**config.mk**
```make
export PLATFORM = sky130hd
export DESIGN_NAME = axis_frame_preamble_gen_flat
export DESIGN_NICKNAME = d
export VERILOG_FILES = /design/src/rtl/axis_frame_preamble_gen_pkg.sv /design/src/rtl/axis_frame_preamble_gen_if.sv /design/src/rtl/axis_frame_preamble_gen_crc8_word.sv /design/src/rtl/axis_frame_preamble_gen.sv /design/src/flat_wrapper.sv
export SDC_FILE = /design/constraint.sdc
export NUM_CORES = 1
export LEC_CHECK = 0
export CAP_MARGIN = 20
export CORE_MARGIN = 3
export CORE_UTILIZATION = 50
export DETAILED_ROUTE_END_ITERATION = 16
export PLACE_DENSITY = 0.86
export SYNTH_ARGS = -nofsm -noshare
export SYNTH_HDL_FRONTEND = slang
export SYNTH_HIERARCHICAL = 1
export SYNTH_SLANG_ARGS = --single-unit
```
**constraint.sdc**
```tcl
create_clock -name aclk -period 3.15 [get_ports aclk]
set_input_delay 0.315 -clock aclk [delete_from_list [all_inputs] [get_ports aclk]]
set_output_delay 0.315 -clock aclk [all_outputs]
set_load 0.1 [all_outputs]
```
**src/rtl/axis_frame_preamble_gen_pkg.sv**
```systemverilog
// Shared framing constants: FSM encoding, CRC-8 polynomial and default preamble/SFD bytes.
// Also consumed by the receive-side SFD detector and CRC checker.
package axis_frame_preamble_gen_pkg;

  typedef logic [2:0] state_t;

  localparam state_t ST_IDLE  = 3'd0;
  localparam state_t ST_PRE   = 3'd1;
  localparam state_t ST_SFD   = 3'd2;
  localparam state_t ST_DATA  = 3'd3;
  localparam state_t ST_CRC   = 3'd4;
  localparam state_t ST_FLUSH = 3'd5;
  localparam state_t ST_GAP   = 3'd6;

  localparam logic [7:0] CRC8_POLY     = 8'h07;
  localparam logic [7:0] PREAMBLE_BYTE = 8'hAA;
  localparam logic [7:0] SFD_BYTE      = 8'hD5;

endpackage

```
**src/rtl/axis_frame_preamble_gen_if.sv**
```systemverilog
// AXI-Stream beat bundle (data, valid, ready, last) shared by the framer's input and output.
// master drives the beat, slave returns ready.
interface axis_frame_preamble_gen_if #(
  parameter int DATA_WIDTH = 8
);
  logic [DATA_WIDTH-1:0] tdata;
  logic                  tvalid;
  logic                  tready;
  logic                  tlast;

  modport master (output tdata, output tvalid, output tlast, input tready);
  modport slave  (input tdata, input tvalid, input tlast, output tready);
endinterface

```
**src/rtl/axis_frame_preamble_gen_crc8_word.sv**
```systemverilog
// Combinational CRC-8 step over one DATA_WIDTH word, MSB first, no reflection.
// Zero latency; shared with the receive-side checker.
module axis_frame_preamble_gen_crc8_word
  import axis_frame_preamble_gen_pkg::*;
#(
  parameter int DATA_WIDTH = 8
) (
  input  logic [7:0]            crc_in,
  input  logic [DATA_WIDTH-1:0] data,
  output logic [7:0]            crc_out
);

  logic [7:0] c;

  always_comb begin
    c = crc_in;
    for (int i = DATA_WIDTH - 1; i >= 0; i--) begin
      if (c[7] ^ data[i]) begin
        c = {c[6:0], 1'b0} ^ CRC8_POLY;
      end else begin
        c = {c[6:0], 1'b0};
      end
    end
    crc_out = c;
  end

endmodule

```
**src/rtl/axis_frame_preamble_gen.sv**
```systemverilog
// Frames each packet as preamble x N, SFD, payload, optional CRC-8, then a minimum idle gap.
// One output register stage; loads only when the slot is free, so downstream stalls hold the beat and stall the source.
module axis_frame_preamble_gen
  import axis_frame_preamble_gen_pkg::*;
#(
  parameter int                    DATA_WIDTH       = 8,
  parameter logic [DATA_WIDTH-1:0] PREAMBLE_PATTERN = {(DATA_WIDTH / 8){PREAMBLE_BYTE}},
  parameter logic [DATA_WIDTH-1:0] SFD_WORD         = DATA_WIDTH'(SFD_BYTE),
  parameter int                    CNT_W            = 4,
  parameter bit                    APPEND_CRC       = 1'b0,
  parameter int                    GAP_CYCLES       = 2
) (
  input  logic                  aclk,
  input  logic                  aresetn,
  input  logic [CNT_W-1:0]      cfg_preamble_len,
  axis_frame_preamble_gen_if.slave  s_axis,
  axis_frame_preamble_gen_if.master m_axis,
  output logic                  busy,
  output logic                  frame_done
);

  localparam int GAP_W = (GAP_CYCLES > 1) ? $clog2(GAP_CYCLES + 1) : 1;

  state_t                state;
  logic [CNT_W-1:0]      pre_cnt;
  logic [GAP_W-1:0]      gap_cnt;
  logic [7:0]            crc;
  logic [7:0]            crc_nxt;
  logic [DATA_WIDTH-1:0] out_dat;
  logic                  out_vld;
  logic                  out_lst;
  logic                  slot_free;
  logic                  s_hs;
  logic                  m_last_hs;

  assign slot_free     = !out_vld || m_axis.tready;
  assign s_axis.tready = (state == ST_DATA) && slot_free;
  assign s_hs          = s_axis.tvalid && s_axis.tready;
  assign m_last_hs     = out_vld && m_axis.tready && out_lst;

  assign m_axis.tdata  = out_dat;
  assign m_axis.tvalid = out_vld;
  assign m_axis.tlast  = out_lst;
  assign busy          = (state != ST_IDLE);
  assign frame_done    = (state == ST_FLUSH) && m_last_hs;

  axis_frame_preamble_gen_crc8_word #(
    .DATA_WIDTH (DATA_WIDTH)
  ) u_crc8 (
    .crc_in  (crc),
    .data    (s_axis.tdata),
    .crc_out (crc_nxt)
  );

  always_ff @(posedge aclk or negedge aresetn) begin
    if (!aresetn) begin
      state   <= ST_IDLE;
      pre_cnt <= '0;
      gap_cnt <= '0;
      crc     <= '0;
      out_dat <= '0;
      out_vld <= 1'b0;
      out_lst <= 1'b0;
    end else begin
      case (state)
        // The first framing beat is loaded on the detection edge itself so the
        // frame runs without a bubble; pre_cnt holds preamble beats still owed.
        ST_IDLE: begin
          if (s_axis.tvalid && slot_free) begin
            crc     <= '0;
            out_vld <= 1'b1;
            out_lst <= 1'b0;
            if (cfg_preamble_len == '0) begin
              out_dat <= SFD_WORD;
              pre_cnt <= '0;
              state   <= ST_DATA;
            end else begin
              out_dat <= PREAMBLE_PATTERN;
              pre_cnt <= cfg_preamble_len - CNT_W'(1);
              state   <= (cfg_preamble_len == CNT_W'(1)) ? ST_SFD : ST_PRE;
            end
          end
        end
        ST_PRE: begin
          if (slot_free) begin
            out_vld <= 1'b1;
            out_dat <= PREAMBLE_PATTERN;
            out_lst <= 1'b0;
            pre_cnt <= pre_cnt - CNT_W'(1);
            if (pre_cnt == CNT_W'(1)) state <= ST_SFD;
          end
        end
        ST_SFD: begin
          if (slot_free) begin
            out_vld <= 1'b1;
            out_dat <= SFD_WORD;
            out_lst <= 1'b0;
            state   <= ST_DATA;
          end
        end
        ST_DATA: begin
          if (s_hs) begin
            out_vld <= 1'b1;
            out_dat <= s_axis.tdata;
            crc     <= crc_nxt;
            if (s_axis.tlast) begin
              out_lst <= !APPEND_CRC;
              state   <= APPEND_CRC ? ST_CRC : ST_FLUSH;
            end else begin
              out_lst <= 1'b0;
            end
          end else if (slot_free) begin
            // Source bubble: pass the idle through rather than abort the frame.
            out_vld <= 1'b0;
          end
        end
        ST_CRC: begin
          if (slot_free) begin
            out_vld <= 1'b1;
            out_dat <= DATA_WIDTH'(crc);
            out_lst <= 1'b1;
            state   <= ST_FLUSH;
          end
        end
        ST_FLUSH: begin
          if (m_last_hs) begin
            out_vld <= 1'b0;
            out_lst <= 1'b0;
            gap_cnt <= GAP_W'(GAP_CYCLES);
            state   <= (GAP_CYCLES == 0) ? ST_IDLE : ST_GAP;
          end
        end
        ST_GAP: begin
          gap_cnt <= gap_cnt - GAP_W'(1);
          if (gap_cnt <= GAP_W'(1)) state <= ST_IDLE;
        end
        default: state <= ST_IDLE;
      endcase
    end
  end

endmodule

```
**src/flat_wrapper.sv**
```systemverilog
// flat-port wrapper written by rule: the top's interface ports become plain ports
module axis_frame_preamble_gen_flat import axis_frame_preamble_gen_pkg::*;
#(
  parameter int                    DATA_WIDTH       = 8,
  parameter logic [DATA_WIDTH-1:0] PREAMBLE_PATTERN = {(DATA_WIDTH / 8){PREAMBLE_BYTE}},
  parameter logic [DATA_WIDTH-1:0] SFD_WORD         = DATA_WIDTH'(SFD_BYTE),
  parameter int                    CNT_W            = 4,
  parameter bit                    APPEND_CRC       = 1'b0,
  parameter int                    GAP_CYCLES       = 2
)
  (aclk, aresetn, cfg_preamble_len, busy, frame_done, s_axis_tdata, s_axis_tvalid, s_axis_tlast, s_axis_tready, m_axis_tdata, m_axis_tvalid, m_axis_tlast, m_axis_tready);
  axis_frame_preamble_gen_if #(.DATA_WIDTH(DATA_WIDTH)) s_axis_i ();
  axis_frame_preamble_gen_if #(.DATA_WIDTH(DATA_WIDTH)) m_axis_i ();
  input  logic aclk;
  input  logic aresetn;
  input  logic [CNT_W-1:0] cfg_preamble_len;
  output logic busy;
  output logic frame_done;
  input wire logic [$bits(s_axis_i.tdata)-1:0] s_axis_tdata;
  input wire logic [$bits(s_axis_i.tvalid)-1:0] s_axis_tvalid;
  input wire logic [$bits(s_axis_i.tlast)-1:0] s_axis_tlast;
  output wire logic [$bits(s_axis_i.tready)-1:0] s_axis_tready;
  output wire logic [$bits(m_axis_i.tdata)-1:0] m_axis_tdata;
  output wire logic [$bits(m_axis_i.tvalid)-1:0] m_axis_tvalid;
  output wire logic [$bits(m_axis_i.tlast)-1:0] m_axis_tlast;
  input wire logic [$bits(m_axis_i.tready)-1:0] m_axis_tready;
  assign s_axis_i.tdata = s_axis_tdata;
  assign s_axis_i.tvalid = s_axis_tvalid;
  assign s_axis_i.tlast = s_axis_tlast;
  assign s_axis_tready = s_axis_i.tready;
  assign m_axis_tdata = m_axis_i.tdata;
  assign m_axis_tvalid = m_axis_i.tvalid;
  assign m_axis_tlast = m_axis_i.tlast;
  assign m_axis_i.tready = m_axis_tready;
  axis_frame_preamble_gen #(.DATA_WIDTH(DATA_WIDTH), .PREAMBLE_PATTERN(PREAMBLE_PATTERN), .SFD_WORD(SFD_WORD), .CNT_W(CNT_W), .APPEND_CRC(APPEND_CRC), .GAP_CYCLES(GAP_CYCLES)) u_core (.aclk(aclk), .aresetn(aresetn), .cfg_preamble_len(cfg_preamble_len), .s_axis(s_axis_i), .m_axis(m_axis_i), .busy(busy), .frame_done(frame_done));
endmodule
```
==> results of run 1 <==
stage by stage:
stage                     worst slack, ns  hold slack [ns]
after floorplan                   0.05653          0.01941
after global placement              1.022           0.4897
after detailed placement           0.9568           0.4923
after CTS                          0.9392           0.4175
after global routing               0.7654           0.4299
final                              0.9180           0.3969
synthesized netlist by cell type (2+ instances only):
| master | instances | share of area (%) |
|---|---|---|
| xor2_1 | 6 | 2.9 |
| a21o_1 | 3 | 1.2 |
| o21bai_1 | 2 | 0.82 |
| or2_2 | 4 | 1.4 |
| xnor2_1 | 15 | 7.1 |
| a21oi_1 | 9 | 2.4 |
| o32ai_1 | 2 | 0.95 |
| o22a_1 | 5 | 2.4 |
| nor3b_1 | 2 | 0.82 |
| a211oi_1 | 2 | 0.82 |
| a22o_1 | 12 | 5.7 |
| a22oi_1 | 4 | 1.6 |
| dfrtp_1 | 27 | 37 |
| nand3_1 | 2 | 0.54 |
| buf_2 | 5 | 1.4 |
| or3_1 | 2 | 0.68 |
| inv_1 | 5 | 1.0 |
| nor2b_1 | 4 | 1.4 |
| nor3_1 | 7 | 1.9 |
| a2bb2oi_1 | 3 | 1.4 |
| nor4_2 | 2 | 1.4 |
| o21ai_0 | 4 | 1.1 |
| nand2b_1 | 3 | 1.0 |
| buf_6 | 2 | 1.2 |
| a32oi_1 | 3 | 1.4 |
| nor2_1 | 13 | 2.7 |
| nor4_1 | 2 | 0.68 |
| ha_1 | 3 | 2.0 |
| nand2_1 | 10 | 2.0 |
routing by layer:
layer / vias to the layer above / share of wire, % / global-route usage (%)
met5: - / 0 / 0
met4: 0 / 1.1 / 6.091
met3: 7 / 6.7 / 4.553
met2: 65 / 48 / 33.79
met1: 751 / 44 / 27.81
li1: 766 / - / -
layout by cell type (no fill, tap or decap), types with 2 or more instances in the layout:
cell,n
o32ai_1,2
a22o_1,12
nand3_1,2
clkbuf_8,3
a21oi_1,9
a21o_1,3
nand2b_1,3
xor2_1,6
nor3b_1,2
o22a_1,5
xnor2_1,15
clkdlybuf4s50_1,26
a22oi_1,4
buf_4,6
nor4_2,2
ha_1,3
nor4_1,2
nor2_1,13
or2_2,4
a32oi_1,3
dfrtp_1,27
nor2b_1,4
nand2_1,10
o21ai_0,4
inv_1,5
or3_1,2
nor3_1,6
o21bai_1,2
a2bb2oi_1,3
a211oi_1,2
cells by family (layout without fill, tap and decap cells):
| family | count (synthesis) | in the layout | synth area share, % |
|---|---|---|---|
| DFF | 27 | 27 | 36.73 |
| muxes | 2 | 2 | 1.224 |
| buffers and inverters | 15 | 41 | 4.421 |
| and+or+nand+nor | 57 | 57 | 17.62 |
| adders and majority gates | 3 | 3 | 2.041 |
| AOI/OAI and AO/OA | 64 | 64 | 27.96 |
| xor gates and xnor gates | 21 | 21 | 10.00 |
layout make-up:
cell class	instances	area, um^2
Fill cell	294	1249
Multi-Input combinational cell	147	1087
Sequential cell	27	675.6
Timing Repair Buffer	32	305.3
Tap cell	46	57.56
Clock buffer	3	41.29
Inverter	5	18.77
Clock inverter	1	7.507
critical path: stages (launching register included):
cell and delay, ns:
dfrtp_1 0.71, nand2b_1 0.40, a21o_1 0.30, a21oi_1 0.34, mux2_2 0.38
sequential cells by signal, summed over array words and instances (netlist names):
| name | count |
|---|---|
| u_core/crc | 8 |
| u_core/gap_cnt | 2 |
| u_core/m_axis.tdata | 8 |
| u_core/m_axis.tlast | 1 |
| u_core/m_axis.tvalid | 1 |
| u_core/pre_cnt | 4 |
| u_core/state | 3 |
how the worst max path moves through the flow:
| stage | from | to | slack (ns) | depth (start not counted) |
|---|---|---|---|---|
| final | u_core/state[0] | u_core/m_axis.tdata[7] | 0.92 | 4 |
| after global routing | u_core/state[0] | u_core/m_axis.tdata[3] | 0.77 | 4 |
| after CTS | u_core/m_axis.tvalid | m_axis_tvalid | 0.94 | 1 |
| after detailed placement | cfg_preamble_len[2] | u_core/m_axis.tdata[1] | 0.96 | 5 |
| after global placement | cfg_preamble_len[3] | u_core/m_axis.tdata[3] | 1.02 | 5 |
| after floorplan | u_core/m_axis.tvalid | frame_done | 0.06 | 3 |
power by group through the flow:
stage,sequential (mW),combinational [mW],clock [mW]
after floorplan,0.991,1.13,0
after global placement,0.697,1.72,0
after detailed placement,0.701,1.76,0
after CTS,0.696,1.77,0.210
after global routing,0.728,1.90,0.224
final,0.700,1.77,0.205
==> reports/qor.txt, run 1 <==
Run status: complete, no violations
ANT nets after route: 0
Startpoint type of the worst setup path: flop
Count of placed standard cells including taps: 257
Diode insertion count for antenna repair: 0
Class of the most critical setup path: reg2reg
Post-synthesis async set-or-reset flop share: 100.0%
Reported leakage power: 0.8628 nW
Floorplan die area: 4442 um^2
Post-CTS Hold Fix Bufs: 0
Worst-case reg-to-reg path depth: 4
Net Count, Synth: 209
CP endpoint kind: flop
Share of synthesized area occupied by flip-flops and latches: 36.73%
Instance area after placement: 2145 um^2
Clock insertion delay at the later pin of the skew report: 0.28 ns
Core area: 3442 um^2
Hold violation total from the final report: 0
Final Cell Area: 2193 um^2
Row count: 21
Total power: 2.678 mW
Share of power burned in registers: 26.1%
Final standard cell count with taps included and fillers excluded: 261
Number of buffers between clock root and the deepest sink: 2
Count of instances resized after the clock tree is built: 0
TritonCTS clock tree: built
Number of clock sinks seen by CTS: 27
Warning count from the yosys run: 6
Gp weighted congestion: 0.8825
Count of cell types in the netlist: 55
Final wirelength: 4.298 mm
Crit path required time: 3.31 ns
Part of the power in combinational logic: 66.2%
Maximum number of pins on one net before global-route repair: 28
Setup slack on the worst flop-to-flop path: 0.92 ns
Post-CTS setup repair buffer count: 0
Vias in the first global route: 1525
Final setup vio count: 0
Die width: 66.65 um
Clock transition time at the flip-flop clock pins of the worst setup and hold paths: 0.10 ns
Fraction of final layout cells sized beyond drive strength 1: 12.09%
Maximum fanout count along the critical path: 20
Initial Util: 53.44%
Remaining global-route overflow: 0
Library cell used as clock root buffer: clkbuf_8
F_max: 0.4480 GHz
Pwr dens: 1221 nW/um^2
Maximum level of the CTS H-tree: 1
Post-detail-place hpwl: 3.177 mm
Measured slew at the worst slew-check pin: 0.9748 ns
Number of enable-type register cells in the synthesized netlist: 0
Slew Viols, Final: 0
Fin crit share: 70.86%
Setup TNS: 0 ns
Type of the worst min-delay path: in2async
DIE HEIGHT: 66.65 um
First-pass GRT wire length: 7.100 mm
Via count normalized by instance count: 6.088
Peak VDD IR: 0.0004931 V
Initial antenna violation count: 0
1st-iter DRT viols: 159
RSZ-0062 raised after global routing: no
Syn Area/Cell: 9.732 um^2
Headroom to the max-slew limit: 34.81%
Number of buffers created by CTS: 3
Number of instances in the synthesized netlist: 189
Launch instance of the worst register-to-register path: u_core/state[0]
Fraction of power spent switching nets: 52.78%
Arrival time of data at the critical path endpoint: 2.39 ns
Via total after detailed routing: 1589
Syn Std Cell Area: 1839 um^2
Pint: 1.265 mW
Relative area change from synthesis to final layout: 19.25%
Number of DRC violations after detailed routing: 0
Number of buffer cells added on primary ports: 29
Number of iterations in the first detailed-routing pass: 4
Count of state elements after synthesis: 27
Post-layout minimum cycle time: 2.232 ns
Global Route Usage Sum: 20.89%
IO Count: 30
Net switching power figure: 1.414 mW
Clk_skew: 0.01449 ns
FF-to-FF End: u_core/m_axis.tdata[7]
NumNets Final: 236
Fraction of power consumed by the clock network: 7.6%
Max-cap violations: 0
Core occupancy in the finished layout: 63.72%
Detail-routed net length per standard cell: 16.47 um
Leading register cell type out of synthesis: dfrtp_1
No activity file was read; power rests on OpenSTA's default activity.
==> run 2, diff against run 1 <==
--- a/config.mk
+++ b/config.mk
@@ -7,9 +7,9 @@
 export LEC_CHECK = 0
 export CAP_MARGIN = 20
 export CORE_MARGIN = 3
-export CORE_UTILIZATION = 50
+export CORE_UTILIZATION = 48
 export DETAILED_ROUTE_END_ITERATION = 16
-export PLACE_DENSITY = 0.86
+export PLACE_DENSITY = 0.87
 export SYNTH_ARGS = -nofsm -noshare
 export SYNTH_HDL_FRONTEND = slang
 export SYNTH_HIERARCHICAL = 1
==> constraint.sdc (replaced) <==
create_clock -name aclk -period 1.9 [get_ports aclk]
set_input_delay 0.19 -clock aclk [delete_from_list [all_inputs] [get_ports aclk]]
set_output_delay 0.19 -clock aclk [all_outputs]
set_load 0.1 [all_outputs]
==> run 2 against run 1 <==
Cell count is 10% higher; core utilization rose by 5.7 points; design area increased by 11%; worst hold slack got worse by 0.10 ns; combinational power rose by 94%; worst setup slack worse by 0.83 ns; flip-flop and latch count unchanged; critical endpoint is now frame_done; largest power group unchanged.
==> reports/qor.txt, run 2 (synthesis gave the netlist of run 1 again) <==
Number of DRC violations after detailed routing: 0 (unchanged)
Clk_skew: 0.001832 ns (-0.01265 ns)
Setup TNS: 0 ns (unchanged)
Diode insertion count for antenna repair: 0 (unchanged)
Pwr dens: 2006 nW/um^2 (+64%)
Clock insertion delay at the later pin of the skew report: 0.28 ns (about the same)
Number of clock sinks seen by CTS: 27 (unchanged)
Fin crit share: 95.47%
Initial antenna violation count: 0 (unchanged)
Row count: 21 (unchanged)
Fraction of final layout cells sized beyond drive strength 1: 27.80% (+16 points)
Gp weighted congestion: 0.8957 (+1.5%)
Initial Util: 52.24% (-1.2 points)
Maximum fanout count along the critical path: 5 (-75%)
Arrival time of data at the critical path endpoint: 1.62 ns (-0.77 ns)
Remaining global-route overflow: 0 (unchanged)
WHS: 0.2946 ns (-0.1023 ns)
NumNets Final: 262 (+11%)
Maximum level of the CTS H-tree: 1 (unchanged)
Sequential cell area in the final layout: 683.2 um^2 (+1.1%)
Startpoint type of the worst setup path: primary input
Final setup vio count: 0 (unchanged)
1st-iter DRT viols: 119 (-25%)
Peak VDD IR: 0.001075 V (+120%)
Share of power burned in registers: 22.9% (-3.2 points)
Crit path required time: 1.71 ns (-1.60 ns)
Number of buffers created by CTS: 3 (unchanged)
Run status: complete, no violations
Library cell used as clock root buffer: clkbuf_8
CP endpoint kind: output port
Leading cell types in the layout, fill and taps excluded: buf_4, dfrtp_1, clkdlybuf4s50_1
RSZ-0062 raised after global routing: no
Part of the power in combinational logic: 70.0% (+3.8 points)
Fraction of power spent switching nets: 50.86% (-1.9 points)
DIE HEIGHT: 67.90 um (+1.9%)
Core area: 3521 um^2 (+2.3%)
Post-layout minimum cycle time: 1.814 ns
Floorplan die area: 4610 um^2 (+3.8%)
Pint: 2.409 mW (+90%)
Clock transition time at the flip-flop clock pins of the worst setup and hold paths: 0.10 ns (about the same)
Number of buffer cells added on primary ports: 29 (unchanged)
ANT nets after route: 0 (unchanged)
Final wirelength: 4.740 mm (+10%)
IO Count: 30 (unchanged)
Setup Slack @ Placement: -0.03278 ns (-0.9896 ns)
Class of the most critical setup path: in2out
Total power: 4.901 mW (+83%)
Hold violation total from the final report: 0 (unchanged)
TritonCTS clock tree: built
Headroom to the max-slew limit: 68.02% (+33 points)
Measured slew at the worst slew-check pin: 0.4782 ns (-0.4966 ns)
Post-CTS setup repair buffer count: 0 (unchanged)
Detail-routed net length per standard cell: 16.52 um (+0.29%)
First-pass GRT wire length: 7.590 mm (+6.9%)
Post-detail-place hpwl: 3.559 mm (+12%)
Via count normalized by instance count: 5.882 (-3.4%)
Multi-input logic area: 1106 um^2 (+1.7%)
Reported leakage power: 1.023 nW (+19%)
Maximum number of pins on one net before global-route repair: 28 (unchanged)
Global Route Usage Sum: 21.95% (+1.1 points)
Die width: 67.90 um (+1.9%)
Number of iterations in the first detailed-routing pass: 4 (unchanged)
Filler cell count in the final layout: 275 (-6.5%)
Relative area change from synthesis to final layout: 32.86%
Worst setup margin: 0.08598 ns (-0.8320 ns)
Fraction of power consumed by the clock network: 7.1% (-0.5 points)
Number of buffers between clock root and the deepest sink: 2 (unchanged)
Max-cap violations: 0 (unchanged)
Slew Viols, Final: 0 (unchanged)
Type of the worst min-delay path: in2async
Net switching power figure: 2.493 mW (+76%)
Vias in the first global route: 1618 (+6.1%)
Most frequent standard cell in the layout excluding fill and tap cells: buf_4
F_max: 0.5513 GHz
Via total after detailed routing: 1688 (+6.2%)
run 2: cell count changes in the layout (fill, tap and decap cells not counted), sizes merged:
cell | before | now
clkdlybuf4s50 | 26 | 16
buf | 6 | 42
run 2: power groups by stage:
stage	logic [mW]	registers, mW	clock network, mW
finish	3.43	1.12	0.348
global route	3.67	1.17	0.382
CTS	3.41	1.11	0.358
detailed placement	3.36	1.13	0
global placement	3.28	1.11	0
floorplan	1.91	1.65	0
run 2: timing repair:
item                                    in CTS  in global routing
endpoints found under the setup margin       0                  3
hold endpoints to repair                     0                  0
resized for setup                            0                  3
hold buffers                                 0                  0
run 2: metrics by stage:
step	area, um^2	std cells	util [%]
global route	2444	287	69.40
CTS	2437	287	69.23
detailed placement	2389	283	67.84
finish	2444	287	69.40
floorplan	1874	189	-
global placement	2389	283	67.84
run 2: critical path, stage by stage:
cell and delay (ns):
clkdlybuf4s50_1 0.58, nand3_1 0.18, or2_2 0.38, nor2_4 0.12, buf_12 0.18
run 2: metal layers:
| layer | track usage [%] | vias to the layer above | routed length [um] |
|---|---|---|---|
| met5 | 0 | - | 0 |
| met4 | 6.452 | 0 | 30 |
| met3 | 2.299 | 4 | 232 |
| met2 | 37.67 | 54 | 2332 |
| met1 | 29.14 | 810 | 2144 |
| li1 | - | 820 | - |
run 2: worst paths after layout:
kind | start | end | slack [ns] | depth (start not counted)
max in group asynchronous | aresetn | u_core/m_axis.tvalid | 1.31 | 2
min in group aclk | u_core/m_axis.tdata[6] | u_core/m_axis.tdata[6] | 0.51 | 1
worst max register to register | u_core/state[2] | u_core/state[2] | 0.13 | 4
worst min-delay path | aresetn | u_core/m_axis.tvalid | 0.29 | 2
worst min register to register | u_core/m_axis.tdata[6] | u_core/m_axis.tdata[6] | 0.51 | 1
worst max-delay path | m_axis_tready | frame_done | 0.09 | 5
run 2: layout make-up:
class | count | share of cell area [%]
Sequential cell | 27 | 27.96
Tap cell | 46 | 2.355
Multi-Input combinational cell | 147 | 45.26
Clock inverter | 1 | 0.3072
Timing Repair Buffer | 58 | 21.66
Clock buffer | 3 | 1.690
Inverter | 5 | 0.7681
==> run 3, diff against run 2 <==
--- a/config.mk
+++ b/config.mk
@@ -5,7 +5,6 @@
 export SDC_FILE = /design/constraint.sdc
 export NUM_CORES = 1
 export LEC_CHECK = 0
-export CAP_MARGIN = 20
 export CORE_MARGIN = 3
 export CORE_UTILIZATION = 48
 export DETAILED_ROUTE_END_ITERATION = 16
==> results of run 3 <==
Final layout, timing and power as in run 2 (identical DEF).
